--- src/rtl/rll_key_loader.sv ---
// rtl/rll_key_loader.sv - serial key loader with even-parity check feeding an RLL-locked core
module rll_key_loader #(
    parameter int KEY_W = 16,
    parameter int CNT_W = 5
) (
    input  logic             clk,
    input  logic             rst_n,
    input  logic             start,
    input  logic             zeroize,
    input  logic             ser_data,
    input  logic             ser_valid,
    output logic             ser_ready,
    output logic [KEY_W-1:0] key_out,
    output logic             key_valid,
    output logic             busy,
    output logic             err
);
    localparam int IDX_W = $clog2(KEY_W);

    typedef enum logic [2:0] {IDLE, SHIFT, PARITY, CHECK, LOADED} state_t;

    state_t             state, state_d;
    logic [CNT_W-1:0]   cnt, cnt_d;
    logic [KEY_W-1:0]   shreg, shreg_d, key_d;
    logic               run_par, run_par_d;
    logic               par_ok, par_ok_d;
    logic               key_valid_d, err_d;
    logic               xfer;

    assign ser_ready = (state == SHIFT) || (state == PARITY);
    assign busy      = ser_ready || (state == CHECK);
    assign xfer      = ser_valid && ser_ready;

    always_comb begin
        state_d     = state;
        cnt_d       = cnt;
        shreg_d     = shreg;
        run_par_d   = run_par;
        par_ok_d    = par_ok;
        key_d       = key_out;
        key_valid_d = key_valid;
        err_d       = err;
        if (zeroize) begin
            state_d     = IDLE;
            cnt_d       = '0;
            shreg_d     = '0;
            run_par_d   = 1'b0;
            par_ok_d    = 1'b0;
            key_d       = '0;
            key_valid_d = 1'b0;
            err_d       = 1'b0;
        end else begin
            case (state)
                IDLE, LOADED: begin
                    // old key stays on key_out until the new frame resolves
                    if (start) begin
                        state_d   = SHIFT;
                        cnt_d     = '0;
                        shreg_d   = '0;
                        run_par_d = 1'b0;
                        err_d     = 1'b0;
                    end
                end
                SHIFT: begin
                    if (xfer) begin
                        shreg_d[cnt[IDX_W-1:0]] = ser_data;
                        run_par_d = run_par ^ ser_data;
                        if (cnt == CNT_W'(KEY_W - 1))
                            state_d = PARITY;
                        else
                            cnt_d = cnt + CNT_W'(1);
                    end
                end
                PARITY: begin
                    if (xfer) begin
                        par_ok_d = (run_par == ser_data);
                        state_d  = CHECK;
                    end
                end
                CHECK: begin
                    if (par_ok) begin
                        key_d       = shreg;
                        key_valid_d = 1'b1;
                        state_d     = LOADED;
                    end else begin
                        key_d       = '0;
                        key_valid_d = 1'b0;
                        err_d       = 1'b1;
                        state_d     = IDLE;
                    end
                end
                default: state_d = IDLE;
            endcase
        end
    end

    always_ff @(posedge clk) begin
        if (!rst_n) begin
            state     <= IDLE;
            cnt       <= '0;
            shreg     <= '0;
            run_par   <= 1'b0;
            par_ok    <= 1'b0;
            key_out   <= '0;
            key_valid <= 1'b0;
            err       <= 1'b0;
        end else begin
            state     <= state_d;
            cnt       <= cnt_d;
            shreg     <= shreg_d;
            run_par   <= run_par_d;
            par_ok    <= par_ok_d;
            key_out   <= key_d;
            key_valid <= key_valid_d;
            err       <= err_d;
        end
    end
endmodule

--- config.mk ---
export PLATFORM = sky130hd
export DESIGN_NAME = rll_key_loader
export DESIGN_NICKNAME = d
export VERILOG_FILES = /design/src/rtl/rll_key_loader.sv
export SDC_FILE = /design/constraint.sdc
export NUM_CORES = 1
export LEC_CHECK = 0
export ABC_AREA = 1
export CORE_MARGIN = 2
export CORE_UTILIZATION = 59
export CTS_CLUSTER_DIAMETER = 120
export DETAILED_ROUTE_END_ITERATION = 8
export GPL_ROUTABILITY_DRIVEN = 0
export GPL_TIMING_DRIVEN = 0
export PLACE_DENSITY = 0.84
export SYNTH_ARGS = -nofsm -noshare
export SYNTH_HDL_FRONTEND = slang
export SYNTH_SLANG_ARGS = --single-unit
export TNS_END_PERCENT = 100
--- constraint.sdc ---
create_clock -name clk -period 4 [get_ports clk]
set_clock_uncertainty 0.2 [all_clocks]
set_input_delay 0.6 -clock clk [delete_from_list [all_inputs] [get_ports clk]]
set_output_delay 0.6 -clock clk [all_outputs]
set_load 0.005 [all_outputs]
==> metrics.md, run 1 <==
| Metric | Value |
|---|---|
| Status | completed |
| CTS Hold Bufs | 0 |
| Storage element area | 881 sq um |
| Wire length of the first global-routing pass | 8.71 mm |
| Mapped Cells | 317 |
| Hold Crit Depth | 2 |
| Max-cap check violation count | 0 |
| Post-synth top area share | 41.2% |
| Startpoint types | flip-flop |
| Hold_sp | err |
| Distinct cells, synth | 21 |
| Post-Synth Adder-Cell Area | 2.93% |
| Sequential Power Share | 52.2% |
| Hold Crit Class | flip-flop to flip-flop |
| H-tree depth | 2 |
| DP HPWL | 3.47 mm |
| Core Rows | 21 |
| Final hold slack | 258 ps |
| # IOs | 26 |
| WL final | 4.80 mm |
| Die width | 64.2 um |
| Die Footprint | 4120 sq um |
| Register clock-pin slew on the reported worst setup and hold paths | 120 ps |
| Vias | 2,087 |
| Synth Register Bits | 44 |
| Synth async-reset ratio | 0% |
| Max_slew headroom | 58.7% |
| Clock Path Buffers | 2 |
| DRT Pass-1 Iters | 5 |
| Post-route DRC | 0 |
| Final Power | 0.854 mW |
| Synth Area per Inst | 6.75 sq um |
| Peak Freq | 390 MHz |
| Hold EP | err |
| Setup TNS | 0 ps |
| Crit path buf inv count | 2 |
| DR iter-0 viols | 116 |
| Worst Path Max Fanout | 8 |
| Non-filler cells, final | 396 |
| Arrival time at the worst endpoint | 1760 ps |
| PostCTS Resize Cnt | 0 |
| Port bufs | 25 |
| Synth warn | 0 |
| Simple-Gate Fraction of Synth Area | 35.3% |
| Leakage | 1.02 nW |
| Reg2reg path depth | 11 |
| Final ANT Viol Nets | 0 |
| Layout cells sized above 1 | 7.71% |
| Final setup viols | 0 |
| Area growth, synth to finish | 18.6% |
| Peak VDD IR | 0.000252 V |
| R2r setup slk | 1730 ps |
| Slew Limit Fails | 0 |
| Filler instances | 302 |
| NumNets Final | 360 |
| Crit end category | primary output |
| Area leader, netlist | dfxtp_1 |
| Reg-to-reg endpoint | state[2] |
| Wire per inst | 12.1 um |
| RSZ-0062 raised after global routing | false |
| Seq/Total Area, Yosys | 41.2% |
| Post-synthesis compound-gate area fraction | 10.8% |
| Clk root buf | clkbuf_4 |
| Main synth FF type | dfxtp_1 |
| CTS buffer count | 5 |
| Post-Syn Area | 2140 sq um |
| # placed instances | 388 |
| Minimum clock period | 2560 ps |
| Pwr/cell area | 337 nW/um^2 |
| Largest net degree at the start of global routing | 15 |
| Initial antenna violation count | 0 |
| Number of synthesized flops with an enable pin | 0 |
| RR Startpoint | cnt[1] |
| Comb pwr share | 13.0% |
| Core Footprint | 3420 sq um |
| Mux contribution to synthesized area | 0% |
| Largest family of logic cells by synthesized area | simple AND/OR/NAND/NOR gates |
| Largest stage delay, worst path | 500 ps |
| GRT overflow | 0 |
| Die Height | 64.2 um |
| Internal | 0.630 mW |
| Clk sinks | 44 |
| Sw power | 0.224 mW |
| Period utilisation layout | 64.0% |
| Vias in the first global route | 1,982 |
| Routed vias/inst | 5.27 |
| Clk pwr share | 34.7% |
| Final Hold Viols | 0 |
| Net Count, Synth | 328 |
| Setup bufs post-CTS | 0 |
| Skew-Pair Late Insertion Delay | 370 ps |
| Slowest-stage cell, CP | clkdlybuf4s50_1 |
| Synth top area cells | dfxtp_1 (41%), nand2_1 (15%), nand3_1 (12%) |
| CP Class | flip-flop to primary output |
| Required @ worst endpoint | 3200 ps |
| XOR/XNOR Fraction of Synth Area | 0.410% |
| Cell family with most CP delay | buffers and inverters |
| Sw frac | 26.3% |
| Total GRT Usage | 26.6% |
| Diodes inserted | 0 |
| Worst-margin pin slew | 617 ps |
| Multi-input gate area | 1060 sq um |
| TritonCTS clock tree | built |
| Critical Path, Cell by Cell | inv_1, nand3_2, nand2_1, clkdlybuf4s50_1 |
| Starting Density | 62.6% |
worst max path at each step:
stage	slack, ps	from	endpoint	cells past startpoint
floorplan	2150	cnt[1]	state[0]	11
global placement	1330	rst_n	cnt[2]	6
detailed placement	1320	rst_n	key_out[0]	6
CTS	1430	state[1]	ser_ready	4
global route	1310	state[1]	ser_ready	4
finish	1440	state[1]	ser_ready	4
routing by layer:
layer | wire (um) | up-vias | part of all wire (%) | global-route usage (%)
met5 | 0 | - | 0 | 0
met4 | 65 | 0 | 1.4 | 6.38
met3 | 274 | 7 | 5.7 | 5.81
met2 | 2260 | 48 | 47 | 44.3
met1 | 2200 | 939 | 46 | 35.2
li1 | - | 1093 | - | -
flip-flops by register name (all words and copies together) (netlist names):
signal and count:
cnt 5, err 1, key_out 16, key_valid 1
par_ok 1, run_par 1, shreg 16, state 3
power by group through the flow:
stage / clock network (mW) / logic (mW) / registers [mW]
2_1_floorplan: 0 / 0.0782 / 0.455
3_3_place_gp: 0 / 0.108 / 0.455
6_report: 0.297 / 0.111 / 0.446
4_1_cts: 0.301 / 0.110 / 0.446
5_1_grt: 0.318 / 0.127 / 0.447
3_5_place_dp: 0 / 0.109 / 0.456
area by class of cell:
class | instances | share of cell area (%)
Tap cell | 46 | 2.27
Clock inverter | 2 | 1.53
Clock buffer | 6 | 2.02
Multi-Input combinational cell | 225 | 41.6
Sequential cell | 44 | 34.7
Timing Repair Buffer | 25 | 9.87
Buffer | 14 | 2.91
Inverter | 34 | 5.03
layout by cell type (no fill, tap or decap), types with 2 or more instances in the layout:
master           instances
nand4_1                  5
o21ai_0                  6
clkbuf_4                 5
dfxtp_1                 44
nor2_1                  24
ha_1                     5
buf_4                    3
clkdlybuf4s50_1         25
nand2_1                 85
inv_2                    4
nor3_1                   2
clkbuf_1                 3
nand3_1                 53
buf_2                    8
inv_1                   29
a21oi_1                 39
synthesized netlist by cell type, types with 2 or more instances:
cell / instances
nand2_1: 85
nand3_1: 53
dfxtp_1: 44
a21oi_1: 39
inv_1: 29
nor2_1: 24
buf_2: 8
o21ai_0: 6
ha_1: 5
nand4_1: 5
inv_2: 4
buf_4: 3
clkbuf_1: 3
nor3_1: 2
per-stage QoR:
step	setup WS (ps)	instance area (sq um)	util, %
6_report	1440	2540	74.2
5_1_grt	1310	2540	74.2
4_1_cts	1430	2540	74.2
3_5_place_dp	1320	2450	71.6
3_3_place_gp	1330	2450	71.6
2_1_floorplan	2150	2140	-
kinds of logic after synthesis:
family	after synthesis
AOI/OAI and AO/OA	46
buffers and inverters	48
adders and majority gates	5
DFF	44
xor gates and xnor gates	1
and+or+nand+nor	173
worst register-to-register path: stages (launching register included):
cell and delay (ps):
dfxtp_1 420, ha_1 330, nand2_1 110, nor2_1 220, ha_1 210, inv_1 40, nand4_1 130, nand2_1 70
nor2_1 260, nand2_1 90, nand2_1 70, nor2_1 40
Note: power is estimated with default switching activity, not from simulation.
==> inputs of run 2 (changes only) <==
--- a/config.mk
+++ b/config.mk
@@ -7,12 +7,12 @@
 export LEC_CHECK = 0
 export ABC_AREA = 1
 export CORE_MARGIN = 2
-export CORE_UTILIZATION = 59
+export CORE_UTILIZATION = 55
 export CTS_CLUSTER_DIAMETER = 120
 export DETAILED_ROUTE_END_ITERATION = 8
 export GPL_ROUTABILITY_DRIVEN = 0
 export GPL_TIMING_DRIVEN = 0
-export PLACE_DENSITY = 0.84
+export PLACE_DENSITY = 0.79
 export SYNTH_ARGS = -nofsm -noshare
 export SYNTH_HDL_FRONTEND = slang
 export SYNTH_SLANG_ARGS = --single-unit
==> constraint.sdc (replaced) <==
create_clock -name clk -period 2.6 [get_ports clk]
set_clock_uncertainty 0.2 [all_clocks]
set_input_delay 0.39 -clock clk [delete_from_list [all_inputs] [get_ports clk]]
set_output_delay 0.39 -clock clk [all_outputs]
set_load 0.005 [all_outputs]
==> run 2 against run 1 <==
  * Worst setup slack worse by 1200 ps
  * Non-clock buffer count unchanged
  * Count of clock-buffer cells in the layout unchanged
  * Critical endpoint unchanged
  * Largest cell class unchanged
  * Highest routed layer unchanged
==> metrics.md, run 2 (synthesized netlist as in run 1, its figures left out) <==
| Metric | Value |
|---|---|
| GRT overflow | 0 |
| Die Height | 66.4 um |
| Worst Path Max Fanout | 8 |
| Setup TNS | 0 ps |
| Core Rows | 22 |
| Largest stage delay, worst path | 510 ps |
| Period utilisation layout | 89.0% |
| Leakage | 1.03 nW |
| Peak VDD IR | 0.000254 V |
| CTS Hold Bufs | 0 |
| Starting Density | 58.0% |
| Worst-margin pin slew | 588 ps |
| Slew Limit Fails | 0 |
| CP Class | flip-flop to primary output |
| Die Footprint | 4400 sq um |
| Largest regs | key_out x16, shreg x16, cnt x5 |
| Wire per inst | 12.0 um |
| Initial antenna violation count | 0 |
| Critical Path, Cell by Cell | inv_1, nand3_2, nand2_1, clkdlybuf4s50_1 |
| Startpoint types | flip-flop |
| Crit path buf inv count | 2 |
| Worst setup path start | state[1] |
| Layout cells sized above 1 | 7.43% |
| RSZ-0062 raised after global routing | false |
| Internal | 1.02 mW |
| Clk sinks | 44 |
| Sw frac | 25.2% |
| DR iter-0 viols | 90 |
| RR Startpoint | cnt[1] |
| Diodes inserted | 0 |
| Routed vias/inst | 5.23 |
| Final Hold Viols | 0 |
| Reg-to-reg endpoint | state[0] |
| Peak Freq | 432 MHz |
| Sw power | 0.345 mW |
| CP Depth | 4 |
| Commonest cells after routing, fill and taps aside | nand2_1 (85), nand3_1 (53), dfxtp_1 (44) |
| Status | completed |
| TritonCTS clock tree | built |
| Max-cap check violation count | 0 |
| Post-route DRC | 0 |
| Final Power | 1.37 mW |
| Final WS setup | 285 ps |
| Final setup viols | 0 |
| Commonest non-fill, non-tap cell in the layout | nand2_1 |
| Clk root buf | clkbuf_8 |
| Skew-Pair Late Insertion Delay | 300 ps |
| Required @ worst endpoint | 2010 ps |
| Port bufs | 25 |
| Final ANT Viol Nets | 0 |
| Register clock-pin slew on the reported worst setup and hold paths | 80 ps |
| Comb pwr share | 12.4% |
| Largest net degree at the start of global routing | 14 |
| R2r setup slk | 400 ps |
| Final hold slack | 250 ps |
| Non-filler cells, final | 398 |
| Slowest-stage cell, CP | clkdlybuf4s50_1 |
| WL final | 4.76 mm |
| Clk pwr share | 37.6% |
| Crit end category | primary output |
| # IOs | 26 |
| DP Worst Slack | 61.9 ps |
| Pwr/cell area | 535 nW/um^2 |
| Sequential Power Share | 50.1% |
| PostCTS Resize Cnt | 0 |
| NumNets Final | 360 |
| Placed standard-cell area | 2450 sq um |
| # placed instances | 390 |
| Arrival time at the worst endpoint | 1730 ps |
| Wire length of the first global-routing pass | 8.43 mm |
| Vias | 2,080 |
| Hold Crit Class | flip-flop to flip-flop |
| Total GRT Usage | 25.1% |
| Die width | 66.4 um |
| Area growth, synth to finish | 19.5% |
| Max_slew headroom | 60.7% |
| DP HPWL | 3.45 mm |
| Setup bufs post-CTS | 0 |
| DRT Pass-1 Iters | 4 |
| CP endpoint | ser_ready |
| Clock Path Buffers | 2 |
| Cell family with most CP delay | buffers and inverters |
| H-tree depth | 2 |
| Reg2reg path depth | 11 |
| Vias in the first global route | 1,868 |
| Minimum clock period | 2320 ps |
| Final Util | 69.3% |
| CTS buffer count | 5 |
| Core Footprint | 3690 sq um |
| Post-route cell area | 2560 sq um |
==> run 2: cell counts in the layout (fill, tap and decap cells not counted) <==
No cell type changed its count.
==> run 2: cell type report <==
class	count	area, sq um
plain buffers	14	73.8
clock buffers	6	72.6
clock inverters	2	35.0
fillers	362	1130
inverters	34	128
multi-input cells	225	1060
flip-flops and latches	44	881
well taps	48	60.1
repair buffers	25	250
==> run 2: worst min-delay path, stage by stage, from the launching register on <==
cell,delay (ps)
dfxtp_1,310
inv_1,40
a21oi_1,50
==> run 2: layer usage <==
layer  vias to the layer above  track usage [%]  part of all wire (%)
met5                         -                0                     0
met4                         0             8.42                   1.3
met3                         7             5.96                   3.8
met2                        42             42.0                    47
met1                       936             31.5                    48
li1                       1095                -                     -
==> run 2: how the worst min path moves through the flow <==
stage / from / end / slack (ps) / depth (start not counted)
after CTS: err / err / 250 / 2
after detailed placement: err / err / 240 / 2
after global routing: err / err / 280 / 2
after global placement: err / err / 240 / 2
after floorplan: shreg[10] / shreg[10] / 240 / 2
final: err / err / 250 / 2
==> run 2: power groups by stage <==
stage                     Combinational, mW  Sequential, mW  Clock [mW]
final                                 0.169           0.685       0.514
after global routing                  0.194           0.686       0.547
after CTS                             0.169           0.685       0.515
after detailed placement              0.167           0.701           0
after global placement                0.166           0.700           0
after floorplan                       0.120           0.700           0
==> inputs of run 3 (changes only) <==
--- a/config.mk
+++ b/config.mk
@@ -11,8 +11,8 @@
 export CTS_CLUSTER_DIAMETER = 120
 export DETAILED_ROUTE_END_ITERATION = 8
 export GPL_ROUTABILITY_DRIVEN = 0
-export GPL_TIMING_DRIVEN = 0
 export PLACE_DENSITY = 0.79
+export SKIP_CTS_REPAIR_TIMING = 1
 export SYNTH_ARGS = -nofsm -noshare
 export SYNTH_HDL_FRONTEND = slang
 export SYNTH_SLANG_ARGS = --single-unit
==> run 3 against run 2 <==
  * Critical path depth unchanged
  * Largest cell class unchanged
  * Sequential power about the same
  * Worst hold slack better by 7.8 ps
==> metrics.md, run 3 (synthesized netlist as in run 1, its figures left out) <==
| Metric | Value |
|---|---|
| Status | completed |
| RSZ-0062 raised after global routing | false |
| Worst-margin pin slew | 641 ps |
| Clk sinks | 44 |
| DRT Pass-1 Iters | 4 |
| Post-route DRC | 0 |
| TritonCTS clock tree | built |
| Core Footprint | 3690 sq um |
| CTS buffer count | 5 |
| Peak Freq | 440 MHz |
| Final Hold Viols | 0 |
| Max-cap check violation count | 0 |
| Setup TNS | 0 ps |
| GRT overflow | 0 |
| Largest regs | key_out x16, shreg x16, cnt x5 |
| Port bufs | 25 |
| Required @ worst endpoint | 2010 ps |
| Worst Path Max Fanout | 8 |
| Commonest cells after routing, fill and taps aside | nand2_1 (85), nand3_1 (53), dfxtp_1 (44) |
| Largest net degree at the start of global routing | 37 |
| Vias in the first global route | 1,833 |
| Routed vias/inst | 5.34 |
| Filler instances | 342 |
| # IOs | 26 |
| Starting Density | 58.0% |
| Startpoint types | flip-flop |
| Commonest non-fill, non-tap cell in the layout | nand2_1 |
| H-tree depth | 2 |
| CP Class | flip-flop to primary output |
| Multi-input gate area | 1060 sq um |
| Area growth, synth to finish | 16.1% |
| Crit end category | primary output |
| Core Rows | 22 |
| Diodes inserted | 0 |
| Worst setup path start | state[1] |
| DP Worst Slack | 378 ps |
| Clock Path Buffers | 2 |
| Final WS setup | 325 ps |
| Period utilisation layout | 87.5% |
| Skew-Pair Late Insertion Delay | 290 ps |
| NumNets Final | 350 |
| Pwr/cell area | 503 nW/um^2 |
| Wire length of the first global-routing pass | 7.96 mm |
| Hold Crit Class | flip-flop to flip-flop |
| Slew Limit Fails | 0 |
| Die Height | 66.4 um |
| R2r setup slk | 460 ps |
| DR iter-0 viols | 166 |
| Clk root buf | clkbuf_8 |
| Die Footprint | 4400 sq um |
| Final hold slack | 257 ps |
| DP HPWL | 3.15 mm |
| Vias | 2,067 |
| Wire per inst | 11.8 um |
| Final ANT Viol Nets | 0 |
| Register clock-pin slew on the reported worst setup and hold paths | 70 ps |
| RR Startpoint | cnt[1] |
| Minimum clock period | 2270 ps |
| Reg-to-reg endpoint | state[0] |
| Layout cells sized above 1 | 5.31% |
| Total GRT Usage | 23.0% |
| WL final | 4.57 mm |
| Reg2reg path depth | 11 |
| CP endpoint | ser_ready |
| Initial antenna violation count | 0 |
| Die width | 66.4 um |
| Final setup viols | 0 |
| Max_slew headroom | 57.2% |
| Leakage | 0.984 nW |
| Storage element area | 881 sq um |
| Arrival time at the worst endpoint | 1680 ps |
| Peak VDD IR | 0.000379 V |
-- run 3: cell count changes in the layout (fill, tap and decap cells not counted), sizes merged --
| cell | before | now |
|---|---|---|
| bufinv | 1 | 0 |
| clkbuf | 9 | 6 |
| buf | 11 | 4 |
-- run 3: routing by layer --
layer  global-route usage, %  wire, um  vias up
met3                    3.75       254        9
li1                        -         -     1064
met2                    37.6      2100       55
met1                    29.2      2120      939
met5                       0         0        -
met4                    11.0        91        0
-- run 3: how the worst min path moves through the flow --
stage	startpoint	cells after the start	slack, ps	end
floorplan	shreg[10]	2	240	shreg[10]
global placement	err	2	240	err
detailed placement	err	2	250	err
CTS	err	2	260	err
global route	key_out[8]	2	280	key_out[8]
finish	err	2	260	err
-- run 3: power breakdown --
part	internal, mW	switching, mW
combinational	0.0548	0.105
clock	0.183	0.218
sequential	0.679	0.00921
total	0.916	0.332
-- run 3: per-stage QoR --
| step | utilization [%] | power [mW] | cell area, sq um | cells |
|---|---|---|---|---|
| after CTS | 67.3 | 1.25 | 2480 | 387 |
| after global routing | 67.3 | 1.30 | 2480 | 387 |
| after detailed placement | 65.2 | 0.862 | 2400 | 380 |
| after global placement | 65.2 | 0.860 | 2400 | 380 |
| final | 67.3 | 1.25 | 2480 | 387 |
| after floorplan | - | 0.820 | 2140 | 317 |
-- run 3: layout make-up --
type,instances,area share [%]
repair buffers,29,11.3
inverters,34,5.14
flip-flops and latches,44,35.5
clock inverters,1,0.202
multi-input cells,225,42.5
well taps,48,2.42
clock buffers,6,2.92
-- run 3: critical path, cell delays in order (launching register included) --
cell and delay, ps:
dfxtp_1 340, inv_1 200, nand3_2 200, nand2_1 140, clkdlybuf4s50_1 510
